$ cat src/rtl/game_mode_ctrl.sv
// rtl/game_mode_ctrl.sv - game mode sequencer: state timers, scoring, lives, fright mode
// Optional feature macro: GAME_MODE_CTRL_EXTRA_LIFE_EN (one bonus life when score first crosses 10000)
module game_mode_ctrl #(
  parameter int N_ENEMIES     = 4,
  parameter int LIVES         = 3,
  parameter int PELLET_COUNT  = 244,
  parameter int LOAD_FRAMES   = 60,
  parameter int FAIL_FRAMES   = 90,
  parameter int WIN_FRAMES    = 120,
  parameter int FRIGHT_FRAMES = 360,
  parameter int CANDY_PTS     = 10,
  parameter int COOKIE_PTS    = 50,
  parameter int GHOST_PTS     = 200
) (
  input  logic                   vga_pix_clk,
  input  logic                   rst_n,
  input  logic                   frame_stb,
  input  logic                   btn_any,
  input  logic                   ate_candy_stb,
  input  logic                   ate_power_cookie_stb,
  input  logic [8:0]             x_pac,
  input  logic [8:0]             y_pac,
  input  logic [9*N_ENEMIES-1:0] x_enemy,
  input  logic [9*N_ENEMIES-1:0] y_enemy,
  output logic [2:0]             mode,
  output logic                   move_en,
  output logic [N_ENEMIES-1:0]   frightened,
  output logic [N_ENEMIES-1:0]   enemy_eaten_stb,
  output logic                   round_rst_stb,
  output logic                   level_rst_stb,
  output logic [15:0]            score,
  output logic [2:0]             lives,
  output logic [7:0]             level
);

  typedef enum logic [2:0] {
    LOADING         = 3'd0,
    READY           = 3'd1,
    GAME_PLAY       = 3'd2,
    BLUE_GHOST_MODE = 3'd3,
    FAIL            = 3'd4,
    WIN             = 3'd5,
    FINISH          = 3'd6
  } game_mode_t;

  game_mode_t           state;
  logic [15:0]          fcnt;
  logic [15:0]          dur_m1;
  logic [15:0]          pellets;
  logic [15:0]          pel_sum;
  logic [3:0]           mult;
  logic [3:0]           mult_nx;
  logic [N_ENEMIES-1:0] coll;
  logic [N_ENEMIES-1:0] eat_hit;
  logic [17:0]          ghost_add;
  logic [17:0]          pts_add;
  logic [17:0]          score_sum;
  logic [15:0]          score_sat;
  logic [2:0]           lives_nx;
  logic                 in_play;
  logic                 loss;
  logic                 win_hit;
  logic                 all_eaten;
  logic                 frame_done;
  logic                 bonus;

  assign mode = state;

  always_comb begin
    coll = '0;
    for (int i = 0; i < N_ENEMIES; i++) begin
      coll[i] = (x_pac == x_enemy[9*i +: 9]) && (y_pac == y_enemy[9*i +: 9]);
    end
  end

  assign in_play   = (state == GAME_PLAY) || (state == BLUE_GHOST_MODE);
  assign eat_hit   = (state == BLUE_GHOST_MODE) ? (coll & frightened) : '0;
  assign loss      = (state == GAME_PLAY) ? (|coll)
                   : (state == BLUE_GHOST_MODE) ? (|(coll & ~frightened)) : 1'b0;
  assign all_eaten = ((frightened & ~eat_hit) == '0);

  // Ghosts eaten in the same cycle are scored in index order, each doubling the multiplier.
  always_comb begin
    ghost_add = '0;
    mult_nx   = mult;
    for (int i = 0; i < N_ENEMIES; i++) begin
      if (eat_hit[i]) begin
        ghost_add = ghost_add + 18'(GHOST_PTS) * 18'(mult_nx);
        if (mult_nx != 4'd8) mult_nx = mult_nx << 1;
      end
    end
  end

  assign pts_add   = ((in_play && ate_candy_stb)        ? 18'(CANDY_PTS)  : 18'd0)
                   + ((in_play && ate_power_cookie_stb) ? 18'(COOKIE_PTS) : 18'd0);
  assign score_sum = {2'b00, score} + ghost_add + pts_add;
  assign score_sat = (score_sum > 18'h0FFFF) ? 16'hFFFF : score_sum[15:0];
  assign pel_sum   = pellets + 16'(in_play && ate_candy_stb) + 16'(in_play && ate_power_cookie_stb);
  assign win_hit   = in_play && (pel_sum >= 16'(PELLET_COUNT));

`ifdef GAME_MODE_CTRL_EXTRA_LIFE_EN
  logic bonus_used;
  assign bonus = in_play && !bonus_used && (score < 16'd10000) && (score_sat >= 16'd10000);
`else
  assign bonus = 1'b0;
`endif

  always_comb begin
    lives_nx = lives;
    if (loss) lives_nx = lives - 3'd1;
    if (bonus && (lives_nx != 3'd7) && (lives_nx != 3'd0)) lives_nx = lives_nx + 3'd1;
  end

  always_comb begin
    case (state)
      LOADING: dur_m1 = 16'(LOAD_FRAMES - 1);
      FAIL:    dur_m1 = 16'(FAIL_FRAMES - 1);
      WIN:     dur_m1 = 16'(WIN_FRAMES - 1);
      default: dur_m1 = 16'(FRIGHT_FRAMES - 1);
    endcase
  end
  assign frame_done = frame_stb && (fcnt == dur_m1);

  always_ff @(posedge vga_pix_clk or negedge rst_n) begin
    if (!rst_n) begin
      state           <= LOADING;
      fcnt            <= '0;
      pellets         <= '0;
      mult            <= 4'd1;
      score           <= '0;
      lives           <= 3'(LIVES);
      level           <= '0;
      frightened      <= '0;
      enemy_eaten_stb <= '0;
      round_rst_stb   <= 1'b0;
      level_rst_stb   <= 1'b0;
      move_en         <= 1'b0;
`ifdef GAME_MODE_CTRL_EXTRA_LIFE_EN
      bonus_used      <= 1'b0;
`endif
    end else begin
      enemy_eaten_stb <= eat_hit;
      round_rst_stb   <= 1'b0;
      level_rst_stb   <= 1'b0;
      if (in_play) begin
        score   <= score_sat;
        pellets <= pel_sum;
        lives   <= lives_nx;
`ifdef GAME_MODE_CTRL_EXTRA_LIFE_EN
        if (bonus) bonus_used <= 1'b1;
`endif
      end
      case (state)
        LOADING: if (frame_stb) begin
          fcnt <= frame_done ? 16'd0 : fcnt + 16'd1;
          if (frame_done) state <= READY;
        end
        READY: if (btn_any) begin
          state   <= GAME_PLAY;
          move_en <= 1'b1;
          fcnt    <= '0;
        end
        GAME_PLAY, BLUE_GHOST_MODE: begin
          // A lost life outranks the last pellet, which outranks a fresh cookie.
          if (loss) begin
            state      <= (lives == 3'd1) ? FINISH : FAIL;
            frightened <= '0;
            move_en    <= 1'b0;
            fcnt       <= '0;
          end else if (win_hit) begin
            state      <= WIN;
            frightened <= '0;
            move_en    <= 1'b0;
            fcnt       <= '0;
          end else if (ate_power_cookie_stb) begin
            state      <= BLUE_GHOST_MODE;
            frightened <= '1;
            mult       <= 4'd1;
            fcnt       <= '0;
          end else if (state == BLUE_GHOST_MODE) begin
            mult       <= mult_nx;
            frightened <= frightened & ~eat_hit;
            if (all_eaten || frame_done) begin
              state      <= GAME_PLAY;
              frightened <= '0;
              fcnt       <= '0;
            end else if (frame_stb) begin
              fcnt <= fcnt + 16'd1;
            end
          end
        end
        FAIL: if (frame_stb) begin
          fcnt <= frame_done ? 16'd0 : fcnt + 16'd1;
          if (frame_done) begin
            state         <= READY;
            round_rst_stb <= 1'b1;
          end
        end
        WIN: if (frame_stb) begin
          fcnt <= frame_done ? 16'd0 : fcnt + 16'd1;
          if (frame_done) begin
            state         <= LOADING;
            round_rst_stb <= 1'b1;
            level_rst_stb <= 1'b1;
            level         <= level + 8'd1;
            pellets       <= '0;
          end
        end
        FINISH: if (btn_any) begin
          state         <= LOADING;
          fcnt          <= '0;
          round_rst_stb <= 1'b1;
          level_rst_stb <= 1'b1;
          score         <= '0;
          lives         <= 3'(LIVES);
          level         <= '0;
          pellets       <= '0;
`ifdef GAME_MODE_CTRL_EXTRA_LIFE_EN
          bonus_used    <= 1'b0;
`endif
        end
        default: state <= LOADING;
      endcase
    end
  end

endmodule
$ cat config.mk
export PLATFORM = sky130hd
export DESIGN_NAME = game_mode_ctrl
export DESIGN_NICKNAME = d
export VERILOG_FILES = /design/src/rtl/game_mode_ctrl.sv
export SDC_FILE = /design/constraint.sdc
export NUM_CORES = 1
export LEC_CHECK = 0
export CAP_MARGIN = 20
export CORE_ASPECT_RATIO = 0.75
export CORE_UTILIZATION = 49
export CTS_CLUSTER_DIAMETER = 100
export DETAILED_ROUTE_END_ITERATION = 8
export PLACE_DENSITY = 0.81
export REMOVE_ABC_BUFFERS = 1
export SETUP_SLACK_MARGIN = 0.4
export SYNTH_ARGS = -nofsm -noshare
export SYNTH_HDL_FRONTEND = slang
export SYNTH_SLANG_ARGS = --single-unit
$ cat constraint.sdc
create_clock -name vga_pix_clk -period 12.9 [get_ports vga_pix_clk]
set_input_delay 2.58 -clock vga_pix_clk [delete_from_list [all_inputs] [get_ports vga_pix_clk]]
set_output_delay 2.58 -clock vga_pix_clk [all_outputs]
set_load 0.02 [all_outputs]
=== Word level (Yosys, flattened, before mapping) ===
Cells that the tools add are included.

* Add/sub/neg operators: 11
* Multiply operators: 4
* Magnitude comparators: 2
* Equal/unequal tests: 32
* Muxes and demuxes: 74
* Bitwise logic cells: 7
* Reductions and logical operators: 30

{| class="wikitable"
|+ Operator list
! cell !! count
|-
| 16-bit 2-to-1 mux || 17
|-
| 9-bit equality test || 8
|-
| 4-bit 2-to-1 mux || 17
|-
| 18-bit by 12-bit adder with 18-bit output || 3
|-
| 18-bit 2-to-1 mux || 3
|-
| 16-bit one-hot mux with 3 select lines || 1
|-
| 3-bit 2-to-1 mux || 15
|-
| 5-bit by 4-bit multiplier with 9-bit output (first input constant) || 4
|-
| 16-bit by 1-bit adder with 16-bit output || 2
|-
| 16-bit one-hot mux with 2 select lines || 1
|-
| 9-bit one-hot mux with 3 select lines || 1
|-
| 8-bit 2-to-1 mux || 3
|-
| 16-bit by 18-bit adder with 18-bit output || 1
|-
| 18-bit by 7-bit adder with 18-bit output || 1
|-
| 18-bit by 16-bit > comparator with 1-bit output (second input constant) || 1
|-
| 16-bit by 1-bit adder with 16-bit output (second input constant) || 1
|-
| 16-bit equality test || 1
|-
| 16-bit by 8-bit >= comparator with 1-bit output (second input constant) || 1
|-
| 4-bit != test (second input constant) || 4
|-
| 8-bit one-hot mux with 2 select lines || 1
|-
| 3-bit one-hot mux with 5 select lines || 1
|-
| 4-bit bitwise AND || 3
|-
| 12-bit 2-to-1 mux || 1
|-
| 5-bit != test (second input constant) || 2
|-
| 31 further kinds || 67
|}

* Register bits after elaboration: 77
* Output and inout port bits: 41
* Logic and storage cells: 172

=== Logic depth before layout (Yosys ltp) ===
* Word-level depth: 21
* Depth in mapped cells: 40

=== Worst setup path before layout ===
OpenSTA, ideal clock, no wires.

* Path type: in2reg
* Start point: input port y_enemy[5]
* End point: register score[2]
* Library setup time: 133 ps
* Arrival time: 10263 ps
* Required time: 12767 ps
* Path slack: 2504 ps
* Cell stages on the path: 34
* Path buffers: 1
* Path through: xor2_1 -> nor4_1 -> nand3_1 -> nor4_1 -> mux2i_1 -> ha_1 -> nand2_1 -> nand2_1 -> mux2i_1 -> inv_1 -> ha_1 -> a21oi_1 -> a21oi_1 -> a221oi_1 -> ha_1 -> ha_1 -> inv_1 -> fa_1 -> xnor2_1 -> ha_1 -> nor2b_1 -> nor4_1 -> or4_1 -> nor3_1 -> a221oi_1 -> mux2_2 -> ha_1 -> ha_1 -> or2_2 -> a21oi_1 -> a21oi_1 -> nor2_1 -> clkbuf_1 -> a21oi_1

* Word-level cells in the longest chain between the ends: 21
* Elaborated cells between the ends (all ways): 28

{| class="wikitable"
|+ Ends and longest elaborated chain
! item !! line !! source
|-
| start, declared || 24 || <nowiki>input logic [9*N_ENEMIES-1:0] y_enemy,</nowiki>
|-
| 9-bit equality test (*) || 72 || <nowiki>coll[i] = (x_pac == x_enemy[9*i +: 9]) && (y_pac == y_enemy[9*i +: 9]);</nowiki>
|-
| 1-bit logical AND (*) || 72 ||
|-
| 4-bit bitwise AND (*) || 77 || <nowiki>assign eat_hit = (state == BLUE_GHOST_MODE) ? (coll & frightened) : '0;</nowiki>
|-
| 4-bit 2-to-1 mux (*) || 77 ||
|-
| branches (longest 9 deep; another with 18-bit by 12-bit adder with 18-bit output) || - ||
|-
| 18-bit 2-to-1 mux (*) || 87 || <nowiki>if (eat_hit[i]) begin</nowiki>
|-
| 16-bit by 18-bit adder with 18-bit output (*) || 96 || <nowiki>assign score_sum = {2'b00, score} + ghost_add + pts_add;</nowiki>
|-
| 18-bit by 7-bit adder with 18-bit output (*) || 96 ||
|-
| 18-bit by 16-bit > comparator with 1-bit output (*) || 97 || <nowiki>assign score_sat = (score_sum > 18'h0FFFF) ? 16'hFFFF : score_sum[15:0];</nowiki>
|-
| 16-bit 2-to-1 mux (*) || 97 ||
|-
| 16-bit 2-to-1 mux (*) || 145 || <nowiki>if (in_play) begin</nowiki>
|-
| 16-bit 2-to-1 mux || 209 || <nowiki>FINISH: if (btn_any) begin</nowiki>
|-
| 16-bit 2-to-1 mux (*) || 153 || <nowiki>case (state)</nowiki>
|-
| end signal, assigned || 146 || <nowiki>score <= score_sat;</nowiki>
|-
| end, declared || 31 || <nowiki>output logic [15:0] score,</nowiki>
|}

Mark *: on every way between the ends.
A chain may end at the register's enable or synchronous reset.

=== Worst setup path after layout ===
* Start point: input port y_pac[2]
* End point: register score[4]

* Word-level cells in the longest chain between the ends: 21
* Elaborated cells between the ends (all ways): 34

{| class="wikitable"
|+ Ends and longest elaborated chain
! item !! line !! source
|-
| start, declared || 22 || <nowiki>input logic [8:0] y_pac,</nowiki>
|-
| 9-bit equality test || 72 ||
|-
| 1-bit logical AND || 72 ||
|-
| 4-bit bitwise AND (*) || 77 ||
|-
| 4-bit 2-to-1 mux (*) || 77 ||
|-
| branches (longest 9 deep; another with 18-bit by 12-bit adder with 18-bit output) || - ||
|-
| 18-bit 2-to-1 mux (*) || 87 ||
|-
| 16-bit by 18-bit adder with 18-bit output (*) || 96 ||
|-
| 18-bit by 7-bit adder with 18-bit output (*) || 96 ||
|-
| 18-bit by 16-bit > comparator with 1-bit output || 97 ||
|-
| 16-bit 2-to-1 mux (*) || 97 ||
|-
| 16-bit 2-to-1 mux (*) || 145 ||
|-
| 16-bit 2-to-1 mux || 209 ||
|-
| 16-bit 2-to-1 mux (*) || 153 ||
|}

Marks and branches as above.

==> results by group <==
Worst hold path
  – Hold path startpoint: move_en$_DFFE_PN0P_
  – Worst min path class: flop to flop
  – WHS Endpoint: move_en$_DFFE_PN0P_
  – Hold Path Stages: 1

Finish
  – Number of fill cells: 1,387
  – Commonest non-fill, non-tap cell in the layout: clkdlybuf4s50_1
  – FF+latch area: ~1900 sq um
  – Layout area overhead: 23.0%
  – Diodes inserted: 0
  – Multi-input gate area: 5940 sq um
  – Layout net count: around 1,300
  – Design Area, Final: 10,100 sq um
  – Most frequent cells in the layout: clkdlybuf4s50_1 (135), ha_1 (96), xor2_1 (90)
  – Layout cell share with drive strength beyond 1: 0.0571

Detailed routing
  – Vias: about 7,500
  – Antenna Violating Nets Remaining: 0
  – Initial detailed-routing violation count: 561
  – DR vias/cell: 5.71
  – DRC: 0
  – DR WL/cell: 17.2 um
  – Routed Wire Length: around 23 mm
  – 1st-pass router iterations: 5

STA
  – Setup TNS: 0 ns
  – Slew headroom: 0.469
  – Setup violators final: 0
  – Fin. Hold Viols: 0
  – Worst Clk Skew: 0.00985 ns
  – Period utilisation layout: 0.902
  – Slew @ Worst Pin: 0.794 ns
  – Final Critical Period: between 10 and 15 ns
  – Final Max Slew Viols: 0
  – Unrepaired setup endpoints after global routing: false
  – Achievable Freq: between 80 and 90 MHz

Global routing
  – Met3 usage: 0.0514
  – Initial antenna violation count: 0
  – Met1 usage: 0.351
  – Overall routing resource usage: 0.266
  – First-pass GRT wire length: 35.9 mm
  – Vias in the first global route: 7,304
  – Gr busiest metal: met2
  – Global route overflow: 0
  – Largest net degree at the start of global routing: 78
  – Grt met2 use: 0.445

Clock network
  – Post-CTS Setup Repair Bufs: 0
  – Worst-Skew Late Latency: 0.35 ns
  – Max Buffers Root-to-Sink: 2
  – Clock H-tree levels: 3
  – TritonCTS clock tree: yes
  – Clock sinks: 77
  – Post-cts sizing count: 0
  – Root buffer cell: clkbuf_16
  – Cts hold-fix bufs: 0
  – Clk slew on worst S/H paths: 0.07 ns
  – CTS Buf Count: 9

Yosys
  – Post-synthesis async set-or-reset flop share: 1.00
  – Synthesized flop and latch total: 77
  – Complex-gate fraction of the synthesized area: 0.167
  – Area leader, netlist: dfrtp_1
  – EDFF count, synth: 0
  – Top area cells in the synthesized netlist: dfrtp_1 (23%), ha_1 (15%), xor2_1 (9.6%)
  – Simple-gate share of the synthesized area: 0.205
  – Synth Area in XOR/XNOR: 0.145
  – Ys flop type: dfrtp_1
  – Largest family of logic cells by synthesized area: simple AND/OR/NAND/NOR gates
  – Cells after synthesis: 972
  – Synth Cell Area: about 8200 sq um
  – Yosys top cell area share: 0.226
  – Adder and majority gate portion of the synthesized area: 0.176
  – Post-synthesis mux area share: 0.0305
  – Syn. warnings: 0
  – Synth Area per Inst: between 8 and 9 sq um
  – Netlist cell types: 73
  – Sequential-to-total area share from yosys stat: 0.235

Critical path
  – Arrival time of the worst setup path: 11.82 ns
  – Most used cell, CP: ha_1
  – Worst endpoint required time: 13.09 ns
  – WS Path Type: input pin to flop
  – Buffers & Inverters on Critical Path: 6
  – Startpoint Class: input pin
  – Endpoint class of the critical path: flop
  – Critical path's top delay family: adder cells
  – CP startpoint: y_pac[2]
  – Crit-path slowest cell: nor4_1
  – Worst-path fanout max: 13
  – Flop-to-flop setup slack: 3.39 ns
  – Reg-to-reg startpoint: mode[0]$_DFFE_PN0P_
  – Crit path largest cell delay: around 0.76 ns
  – Reg-to-Reg End: score[4]$_DFF_PN0_
  – Critical Path Stages: 36
  – R2R cell count: 35

Placement
  – Placed Area: 9740 sq um
  – Port buffer count: 136
  – Post-DP HPWL: roughly 18 mm
  – RD Place Congestion: about 0.95

Pwr
  – Max VDD drop: 135 uV
  – Lkg Pwr: 4.68 nW
  – PwrDens: 101 nW/um^2

Job
  – Max-capacitance violation count: 0

Floorplan
  – Initial cell density of the core: 0.507
  – Io pins: about 140
  – Die Height: between 100 and 150 um
  – Die W: 151 um
  – Core area: 16,200 sq um
  – Row count: 40
  – DIE AREA: ~17,000 sq um

Status
  – Status: finished clean
power by group:
group,switching [mW],internal (mW),total (mW)
registers,0.0623,0.286,0.348
clock network,0.105,0.175,0.280
logic,0.200,0.192,0.392
cell usage after synthesis, types with 9 or more instances:
cell type  count
ha_1          96
xor2_1        90
nor2_1        87
nand2_1       79
dfrtp_1       74
o21ai_0       65
a21oi_1       59
inv_1         53
xnor2_1       46
nor4_1        26
nand3_1       24
nand2b_1      18
clkbuf_1      17
mux2_2        16
nor3_1        16
and3_1        14
a21o_1        12
fa_1          12
nor2b_1       11
o31ai_1       11
o21a_1         9
sequential cells by signal, summed over array words and instances, names as in the netlist:
signal / count
lives: 3
frightened: 4
level: 8
fcnt: 16
level_rst_stb: 1
move_en: 1
score: 16
mult: 4
round_rst_stb: 1
enemy_eaten_stb: 4
mode: 3
pellets: 16
through the flow:
step	utilization	setup WS (ns)	cells	total power, mW	hold slack, ns
after floorplan	-	2.45	945	0.566	0.460
after global placement	0.602	1.36	1296	0.724	0.480
after detailed placement	0.602	1.08	1296	0.735	0.497
after CTS	0.622	1.41	1312	1.02	0.511
after global routing	0.624	0.455	1313	1.08	0.535
final	0.624	1.27	1313	1.02	0.511
layer usage:
metal  share of wire  vias to the layer above  wire, um
met1            0.44                     3482     10000
met5               0                        -         0
met4           0.020                        0       447
li1                -                     3702         -
met2            0.45                      287     10300
met3           0.082                       32      1860
worst max path at each step:
stage	to	slack [ns]
2_1_floorplan	score[3]$_DFF_PN0_	2.45
3_3_place_gp	score[3]$_DFF_PN0_	1.36
3_5_place_dp	score[3]$_DFF_PN0_	1.08
4_1_cts	score[3]$_DFF_PN0_	1.41
5_1_grt	score[3]$_DFF_PN0_	0.45
6_report	score[4]$_DFF_PN0_	1.27
cell families (layout without fill, tap and decap cells):
kind of cell             Yosys count  count (layout)
flip-flops                        77              77
AND/OR/NAND/NOR                  329             329
multiplexers                      23              23
buffers and inverters             84             215
XOR/XNOR                         136             136
adder cells (fa/ha/maj)          108             108
AO/OA/AOI/OAI                    215             215
worst reg2reg max path: cells and delay by family, from the launching register on:
kind	cells	cell delay (ns)
fa+ha+maj	8	2.44
mux	2	1.01
simple gates	8	2.12
compound gates	11	2.41
xor+xnor	1	0.08
flops	1	0.71
buf+inv	5	0.57
layout make-up:
cell class,instances,area share
Clock buffer,12,0.0244
Clock inverter,4,0.00732
Inverter,57,0.0212
Multi-Input combinational cell,811,0.588
Sequential cell,77,0.191
Tap cell,210,0.0260
Timing Repair Buffer,142,0.141
No activity file was read; power rests on OpenSTA's default activity.
